==> config.mk <==
export PLATFORM = sky130hd
export DESIGN_NAME = score_display_driver
export DESIGN_NICKNAME = d
export VERILOG_FILES = /design/src/rtl/score_display_driver.sv
export SDC_FILE = /design/constraint.sdc
export NUM_CORES = 1
export LEC_CHECK = 0
export BUFFER_PORTS_ARGS = -buffer_cell sky130_fd_sc_hd__buf_2
export CORE_AREA = 4 4 113 115
export CTS_CLUSTER_DIAMETER = 120
export DETAILED_ROUTE_END_ITERATION = 10
export DIE_AREA = 0 0 117 119
export PLACE_DENSITY = 0.65
export SYNTH_ARGS = -nofsm -noshare
export SYNTH_HDL_FRONTEND = slang
export SYNTH_SLANG_ARGS = --single-unit
==> constraint.sdc <==
create_clock -name clk -period 3.6 [get_ports clk]
set_input_delay 0.36 -clock clk [delete_from_list [all_inputs] [get_ports clk]]
set_output_delay 0.36 -clock clk [all_outputs]
set_load 0.01 [all_outputs]
==> src/rtl/score_display_driver.sv <==
// Drives a 4-digit multiplexed 7-segment display from the current and high score.
// Scores are converted to BCD with a sequential double-dabble engine; game-over triggers a blink.
module score_display_driver #(
  parameter int unsigned SCAN_DIV      = 1000,
  parameter int unsigned BLINK_PERIOD  = 2500000,
  parameter int unsigned BLINK_TOGGLES = 6
) (
  input  logic       clk,
  input  logic       nRst,
  input  logic [6:0] currScore,
  input  logic [6:0] highScore,
  input  logic       isGameComplete,
  output logic [6:0] seg,
  output logic [3:0] an,
  output logic       busy
);

  localparam int unsigned ScanW  = (SCAN_DIV > 1) ? $clog2(SCAN_DIV) : 1;
  localparam int unsigned BlinkW = (BLINK_PERIOD > 1) ? $clog2(BLINK_PERIOD) : 1;
  localparam int unsigned TogW   = (BLINK_TOGGLES > 1) ? $clog2(BLINK_TOGGLES) : 1;

  localparam logic [ScanW-1:0]  ScanMax  = ScanW'(SCAN_DIV - 1);
  localparam logic [BlinkW-1:0] BlinkMax = BlinkW'(BLINK_PERIOD - 1);
  localparam logic [TogW-1:0]   TogMax   = TogW'(BLINK_TOGGLES - 1);

  typedef enum logic [1:0] {StIdle, StShift, StCommit} conv_state_e;

  conv_state_e      state_q;
  logic [6:0]       bin_q;
  logic [11:0]      bcd_q;
  logic [2:0]       n_q;
  logic             sel_high_q;
  logic [6:0]       cap_q;
  logic [6:0]       shown_curr_q;
  logic [6:0]       shown_high_q;
  // digits_q[0]=curr ones, [1]=curr tens, [2]=high ones, [3]=high tens
  logic [3:0][3:0]  digits_q;

  logic [ScanW-1:0] scan_cnt_q;
  logic [1:0]       scan_idx_q;

  logic              gc_prev_q;
  logic              blink_active_q;
  logic              blank_q;
  logic [BlinkW-1:0] blink_timer_q;
  logic [TogW-1:0]   blink_tog_q;

  logic [11:0] bcd_adj;
  logic [18:0] dd_shift;
  logic [3:0]  commit_tens;
  logic [3:0]  commit_ones;

  always_comb begin
    bcd_adj = bcd_q;
    for (int i = 0; i < 3; i++) begin
      if (bcd_q[4*i +: 4] >= 4'd5) begin
        bcd_adj[4*i +: 4] = bcd_q[4*i +: 4] + 4'd3;
      end
    end
  end

  assign dd_shift = {bcd_adj, bin_q} << 1;

  // Two display digits only: anything with a hundreds digit saturates to 99.
  always_comb begin
    commit_tens = bcd_q[7:4];
    commit_ones = bcd_q[3:0];
    if (bcd_q[11:8] != 4'd0) begin
      commit_tens = 4'd9;
      commit_ones = 4'd9;
    end
  end

  function automatic logic [6:0] font(input logic [3:0] d);
    logic [6:0] s;
    case (d)
      4'd0:    s = 7'h40;
      4'd1:    s = 7'h79;
      4'd2:    s = 7'h24;
      4'd3:    s = 7'h30;
      4'd4:    s = 7'h19;
      4'd5:    s = 7'h12;
      4'd6:    s = 7'h02;
      4'd7:    s = 7'h78;
      4'd8:    s = 7'h00;
      4'd9:    s = 7'h10;
      default: s = 7'h7F;
    endcase
    return s;
  endfunction

  always_ff @(posedge clk or negedge nRst) begin
    if (!nRst) begin
      state_q      <= StIdle;
      bin_q        <= '0;
      bcd_q        <= '0;
      n_q          <= '0;
      sel_high_q   <= 1'b0;
      cap_q        <= '0;
      shown_curr_q <= '0;
      shown_high_q <= '0;
      digits_q     <= '0;
      busy         <= 1'b0;
    end else begin
      unique case (state_q)
        StIdle: begin
          if (currScore != shown_curr_q) begin
            cap_q      <= currScore;
            bin_q      <= currScore;
            sel_high_q <= 1'b0;
            bcd_q      <= '0;
            n_q        <= '0;
            busy       <= 1'b1;
            state_q    <= StShift;
          end else if (highScore != shown_high_q) begin
            cap_q      <= highScore;
            bin_q      <= highScore;
            sel_high_q <= 1'b1;
            bcd_q      <= '0;
            n_q        <= '0;
            busy       <= 1'b1;
            state_q    <= StShift;
          end
        end
        StShift: begin
          bcd_q <= dd_shift[18:7];
          bin_q <= dd_shift[6:0];
          n_q   <= n_q + 3'd1;
          if (n_q == 3'd6) begin
            state_q <= StCommit;
          end
        end
        StCommit: begin
          if (sel_high_q) begin
            digits_q[3]  <= commit_tens;
            digits_q[2]  <= commit_ones;
            shown_high_q <= cap_q;
          end else begin
            digits_q[1]  <= commit_tens;
            digits_q[0]  <= commit_ones;
            shown_curr_q <= cap_q;
          end
          busy    <= 1'b0;
          state_q <= StIdle;
        end
        default: state_q <= StIdle;
      endcase
    end
  end

  always_ff @(posedge clk or negedge nRst) begin
    if (!nRst) begin
      scan_cnt_q <= '0;
      scan_idx_q <= '0;
      an         <= 4'hF;
      seg        <= 7'h7F;
    end else begin
      if (scan_cnt_q == ScanMax) begin
        scan_cnt_q <= '0;
        scan_idx_q <= scan_idx_q + 2'd1;
      end else begin
        scan_cnt_q <= scan_cnt_q + 1'b1;
      end
      if (blank_q) begin
        an  <= 4'hF;
        seg <= 7'h7F;
      end else begin
        an  <= ~(4'b0001 << scan_idx_q);
        seg <= font(digits_q[scan_idx_q]);
      end
    end
  end

  always_ff @(posedge clk or negedge nRst) begin
    if (!nRst) begin
      gc_prev_q      <= 1'b0;
      blink_active_q <= 1'b0;
      blank_q        <= 1'b0;
      blink_timer_q  <= '0;
      blink_tog_q    <= '0;
    end else begin
      gc_prev_q <= isGameComplete;
      if (isGameComplete && !gc_prev_q) begin
        blink_active_q <= 1'b1;
        blank_q        <= 1'b1;
        blink_timer_q  <= '0;
        blink_tog_q    <= '0;
      end else if (blink_active_q) begin
        if (blink_timer_q == BlinkMax) begin
          blink_timer_q <= '0;
          if (blink_tog_q == TogMax) begin
            blink_active_q <= 1'b0;
            blank_q        <= 1'b0;
            blink_tog_q    <= '0;
          end else begin
            blank_q     <= ~blank_q;
            blink_tog_q <= blink_tog_q + 1'b1;
          end
        end else begin
          blink_timer_q <= blink_timer_q + 1'b1;
        end
      end
    end
  end

endmodule
======== Yosys cells after proc, flatten, opt, wreduce, memory -nomap -nowiden ========
Memory sizes are Yosys's and may differ from the RTL's.
Index checks and enable logic that the tools add are counted.
cells by class
  reductions and logical operators ........ 16
  equal/unequal tests ..................... 10
  shift operators ......................... 1
  multiplexer cells ....................... 42
  bitwise operators ....................... 3
  add/sub/neg operators ................... 8
  magnitude comparators ................... 4
operator list
  cell                                                  count
  two-way mux 22 bit                                    3
  two-way mux 12 bit                                    2
  two-way mux 4 bit                                     6
  one-hot mux 12 bit (2 select lines)                   1
  adder 22 x 1 -> 22 bit (second input constant)        1
  equality test 22 bit (second input constant)          1
  two-way mux 3 bit                                     7
  two-way mux 7 bit                                     3
  inequality test 7 bit                                 2
  one-hot mux 7 bit (2 select lines)                    1
  AND reduction 2 bit                                   7
  >= comparator 4 x 3 -> 1 bit (second input constant)  3
  two-way mux 1 bit                                     11
  adder 10 x 1 -> 10 bit (second input constant)        1
  equality test 10 bit (second input constant)          1
  two-way mux 10 bit                                    1
  nonzero test 2 bit                                    5
  adder 4 x 2 -> 4 bit (second input constant)          2
  binary-select mux 4 bit (select 2 bit)                1
  adder 3 x 1 -> 3 bit (second input constant)          2
  equality test 3 bit (second input constant)           2
  two-way mux 2 bit                                     3
  one-hot mux 3 bit (2 select lines)                    1
  inverter 4 bit                                        1
  15 further kinds                                      16
storage, ports and cells
  word-level logic and storage cells ...... 107
  memories ................................ 1
  register bits after elaboration ......... 114
  output and inout bits ................... 12
  input port bits ......................... 17
  memory bits (read-only) ................. 112
memory list
  memory            depth  width  read ports  clocked after Yosys merged registers in  write ports  line  source
  (name not given)  16     7      1           0                                        0            76    case (d)

======== Depth between registers and ports, before layout ========
  depth in word-level cells ............... 5
  gate-level depth with buffers ........... 7
  mapped depth without buffers ............ 7

======== Least setup slack after synthesis ========
OpenSTA, ideal clock, no wires.
  path kind ............................... flip-flop to flip-flop
  start point ............................. reg blink_timer_q[16]
  end point ............................... reg blink_timer_q[10]
  required time ........................... 3474 ps
  setup slack ............................. 1415 ps
  path buffers ............................ 1
  cell stages (with the launch flop) ...... 7
  library setup time ...................... 126 ps
  clock period less this slack ............ 2185 ps
  arrival ................................. 2059 ps
  cells stage by stage .................... dfrtp_1 > or4_1 > or4_4 > or2_4 > buf_6 > a21oi_1 > o22ai_1
on the way
  longest elaborated chain between the ends .. 4
ends and longest elaborated chain
  item                      line  source
  start: declaration        45    logic [BlinkW-1:0] blink_timer_q;
  start signal: assignment  200   blink_timer_q <= blink_timer_q + 1'b1;
  equality test 22 bit      189   if (blink_timer_q == BlinkMax) begin
  two-way mux 22 bit        189
  two-way mux 22 bit        188   end else if (blink_active_q) begin
  two-way mux 22 bit        183   if (isGameComplete && !gc_prev_q) begin
No other way between the ends. The select of a mux whose other input is x is not followed.
A chain may end at the register's enable or synchronous reset.

======== Worst setup path in the final report ========
  start point ............................. reg blink_timer_q[16]
  end point ............................... reg blink_timer_q[0]
Same word-level chain as after synthesis.

==> flow_summary.json <==
{
  "routed_wl_um": 12200,
  "synth_cells": 579,
  "cts.reportedPaths.clkPinSlew_ns": 0.05,
  "setup_viol_count_final": 0,
  "firstDrtPassIters": 5,
  "synthFlopType": "dfrtp_1",
  "cts_htree_levels": 4,
  "combinationalPowerShare_pct": 25.3,
  "final_area_um2": 6630,
  "fillerInstances": 1025,
  "antenna_found_initial": 0,
  "cts_resized": 0,
  "holdBufCountCts": 1,
  "p_leak_nw": 2.89,
  "netlist_area_um2": 5740,
  "grt_usage_pct": 18.8,
  "grt_max_degree": 67,
  "clock_latency_ns": 0.42,
  "die-area_um2": 13900,
  "yosysUniqueCellTypes": 54,
  "via_per_inst": 5.56,
  "arrival_ns": 2.94,
  "yosys.area_share.simple_pct": 18.4,
  "dp.cells": 735,
  "dr_total_vias": 4262,
  "yosysSeqAreaShare_pct": 49.9,
  "finalNetCount": 645,
  "synth_compound_area_share_pct": 12.7,
  "rsz0062_at_grt": "false",
  "syn_to_final_growth_pct": 15.6,
  "start_kind": "flip-flop",
  "syn-num-nets": 616,
  "slew_headroom_pct": 35.4,
  "grt_pass1_vias": 4332,
  "tightest_slew_ns": 0.963,
  "ios": 29,
  "place_congestion": 0.853,
  "antenna_left": 0,
  "hp-class": "in2reg",
  "cts-buffers-inserted": 17,
  "maxSlewViolCount": 0,
  "synth_top_area_cell": "dfrtp_1",
  "multi_input_area_um2": 2670,
  "ys_ff_latch": 114,
  "wire_per_inst_um": 15.9,
  "final-seq-area_um2": 2870,
  "critPathKind": "reg2reg",
  "fmax_mhz": 379,
  "hpwlAfterDp_um": 8000,
  "synth_edf_count": 0,
  "p_seq_share_pct": 38.2,
  "cp-end-kind": "flip-flop",
  "dieHeight_um": 119,
  "drc": 0,
  "die_w_um": 117,
  "ys_warn_count": 0,
  "hold_violations": 0,
  "utilization_pct": 56.2,
  "path_max_fanout": 11,
  "min_period_ns": 2.64,
  "finalNonFillerCells": 767,
  "core_um2": 11800,
  "finalCritPeriodShare_pct": 73.3,
  "ir_worst_vdd_uv": 415,
  "synth_top_family_by_area": "simple AND/OR/NAND/NOR gates",
  "cts_tree": "yes",
  "synth.top_cell.area_share_pct": 44.9,
  "cts_setup_buffers": 0,
  "grt_pass1_wl_um": 20900,
  "placed_area_um2": 6010,
  "antennaDiodeCount": 0,
  "p_int_mw": 3.29,
  "start_util_pct": 48.6,
  "status": "finished clean",
  "cap_violations": 0,
  "synth-xor-area-share_pct": 5.19,
  "clock_skew_ns": 0.00646,
  "drive_above_1_share_pct": 14.8,
  "clkSinkCount": 114,
  "synthArstFlopShare_pct": 100,
  "grt_overflow": 0,
  "p_clk_share_pct": 36.5,
  "root_buffer": "clkbuf_16",
  "fin_tns_setup_ns": 0,
  "cts.path.max_buffers": 2,
  "num_rows": 40,
  "swShare_pct": 31.8,
  "synth_fa_ha_area_share_pct": 4.36,
  "p_per_area_nw_per_um2": 727,
  "synth_area_leaders": "dfrtp_1 (45%), nand2_1 (5.3%), o21ai_0 (5.1%), dfstp_2 (5.0%), ha_1 (4.4%)",
  "p_sw_mw": 1.54,
  "cp_data_required_time_ns": 3.90,
  "syn_area_per_cell_um2": 9.91,
  "synth.mux.area_fraction_pct": 5.80,
  "io_buffers": 28,
  "drtIter0Drc": 276
}
==> stage by stage <==
| step | hold slack (ns) | total power [mW] | worst slack, ns |
|---|---|---|---|
| 6_report | 0.0746 | 4.83 | 0.960 |
| 5_1_grt | 0.0670 | 5.14 | 0.844 |
| 4_1_cts | 0.0661 | 4.86 | 0.959 |
| 3_5_place_dp | 0.429 | 3.07 | 0.982 |
| 3_3_place_gp | 0.422 | 3.00 | 1.01 |
| 2_1_floorplan | 0.0644 | 2.74 | 1.41 |
==> worst paths after layout <==
| kind | startpoint | to | slack [ns] | cells after the start |
|---|---|---|---|---|
| worst max-delay path | blink_timer_q[16] | blink_timer_q[0] | 0.96 | 5 |
| worst min-delay path | isGameComplete | gc_prev_q | 0.07 | 1 |
| worst max register to register | blink_timer_q[16] | blink_timer_q[0] | 0.96 | 5 |
| worst min register to register | scan_cnt_q[0] | scan_cnt_q[0] | 0.46 | 1 |
| max in group asynchronous | nRst | seg[6] | 2.28 | 3 |
| min in group asynchronous | nRst | blink_timer_q[12] | 0.51 | 2 |
==> cell usage in the layout, fill, tap and decap left out, types with 10 or more instances in the layout <==
| cell | n |
|---|---|
| dfstp_2 | 11 |
| nand2b_1 | 11 |
| a31oi_1 | 10 |
| inv_1 | 25 |
| buf_2 | 27 |
| a21oi_1 | 18 |
| nor2_1 | 36 |
| mux2i_1 | 22 |
| nand3_1 | 18 |
| o21ai_0 | 59 |
| nor3_1 | 10 |
| dfrtp_1 | 103 |
| ha_1 | 20 |
| a22o_1 | 12 |
| clkbuf_16 | 17 |
| nand4_1 | 11 |
| nand2_1 | 81 |
| xnor2_1 | 25 |
==> state kept, by name (all words and copies together) (netlist names), 2 cells and up <==
signal,flops
scan_idx_q,2
blink_timer_q,22
digits_q,16
scan_cnt_q,10
bin_q,7
bcd_q,12
shown_curr_q,7
seg,7
n_q,3
blink_tog_q,3
cap_q,7
state_q,2
an,4
shown_high_q,7
==> final cells by class <==
| cell class | count | share of cell area, % |
|---|---|---|
| Sequential cell | 114 | 43.2 |
| Clock inverter | 12 | 2.45 |
| Multi-Input combinational cell | 416 | 40.3 |
| Timing Repair Buffer | 34 | 3.06 |
| Inverter | 25 | 1.41 |
| Tap cell | 147 | 2.77 |
| Clock buffer | 19 | 6.83 |
==> synthesized netlist by cell type (4+ instances only) <==
cell type    n
a21oi_1     18
a22o_1      12
a31oi_1     10
and3_1       5
clkbuf_1    19
dfrtp_1    103
dfstp_2     11
ha_1        20
inv_1       25
mux2i_1     22
mux4_2       4
nand2_1     81
nand2b_1    11
nand3_1     18
nand4_1     11
nor2_1      36
nor3_1      10
nor4_1       4
o21ai_0     59
o21ai_1      4
o22ai_1      5
or3_1        6
or4_1        8
xnor2_1     25
xor2_1       9
==> kinds of logic after synthesis <==
kind of cell               after synthesis
and+or+nand+nor                        211
AOI/OAI and AO/OA                      123
DFF                                    114
buffers and inverters                   49
xor gates and xnor gates                34
muxes                                   28
adders and majority gates               20
==> power groups by stage <==
stage	logic, mW	clock network [mW]	registers, mW
floorplan	0.969	0	1.77
global placement	1.15	0	1.84
detailed placement	1.21	0	1.86
CTS	1.23	1.78	1.84
global route	1.40	1.85	1.88
finish	1.22	1.76	1.84
==> layer usage <==
metal | vias up | track usage (%) | wire [um]
li1 | 2094 | - | -
met1 | 2083 | 25.0 | 5760
met2 | 68 | 29.4 | 5800
met3 | 17 | 5.34 | 433
met4 | 0 | 6.45 | 166
met5 | - | 0 | 0
==> critical path: stages (launching register included) <==
cell and delay [ns]:
dfrtp_1 0.45, or4_1 0.55, or4_4 0.57, o21ai_1 0.63
mux2_2 0.28, nor2_1 0.04
(Power assumes the default switching activity.)
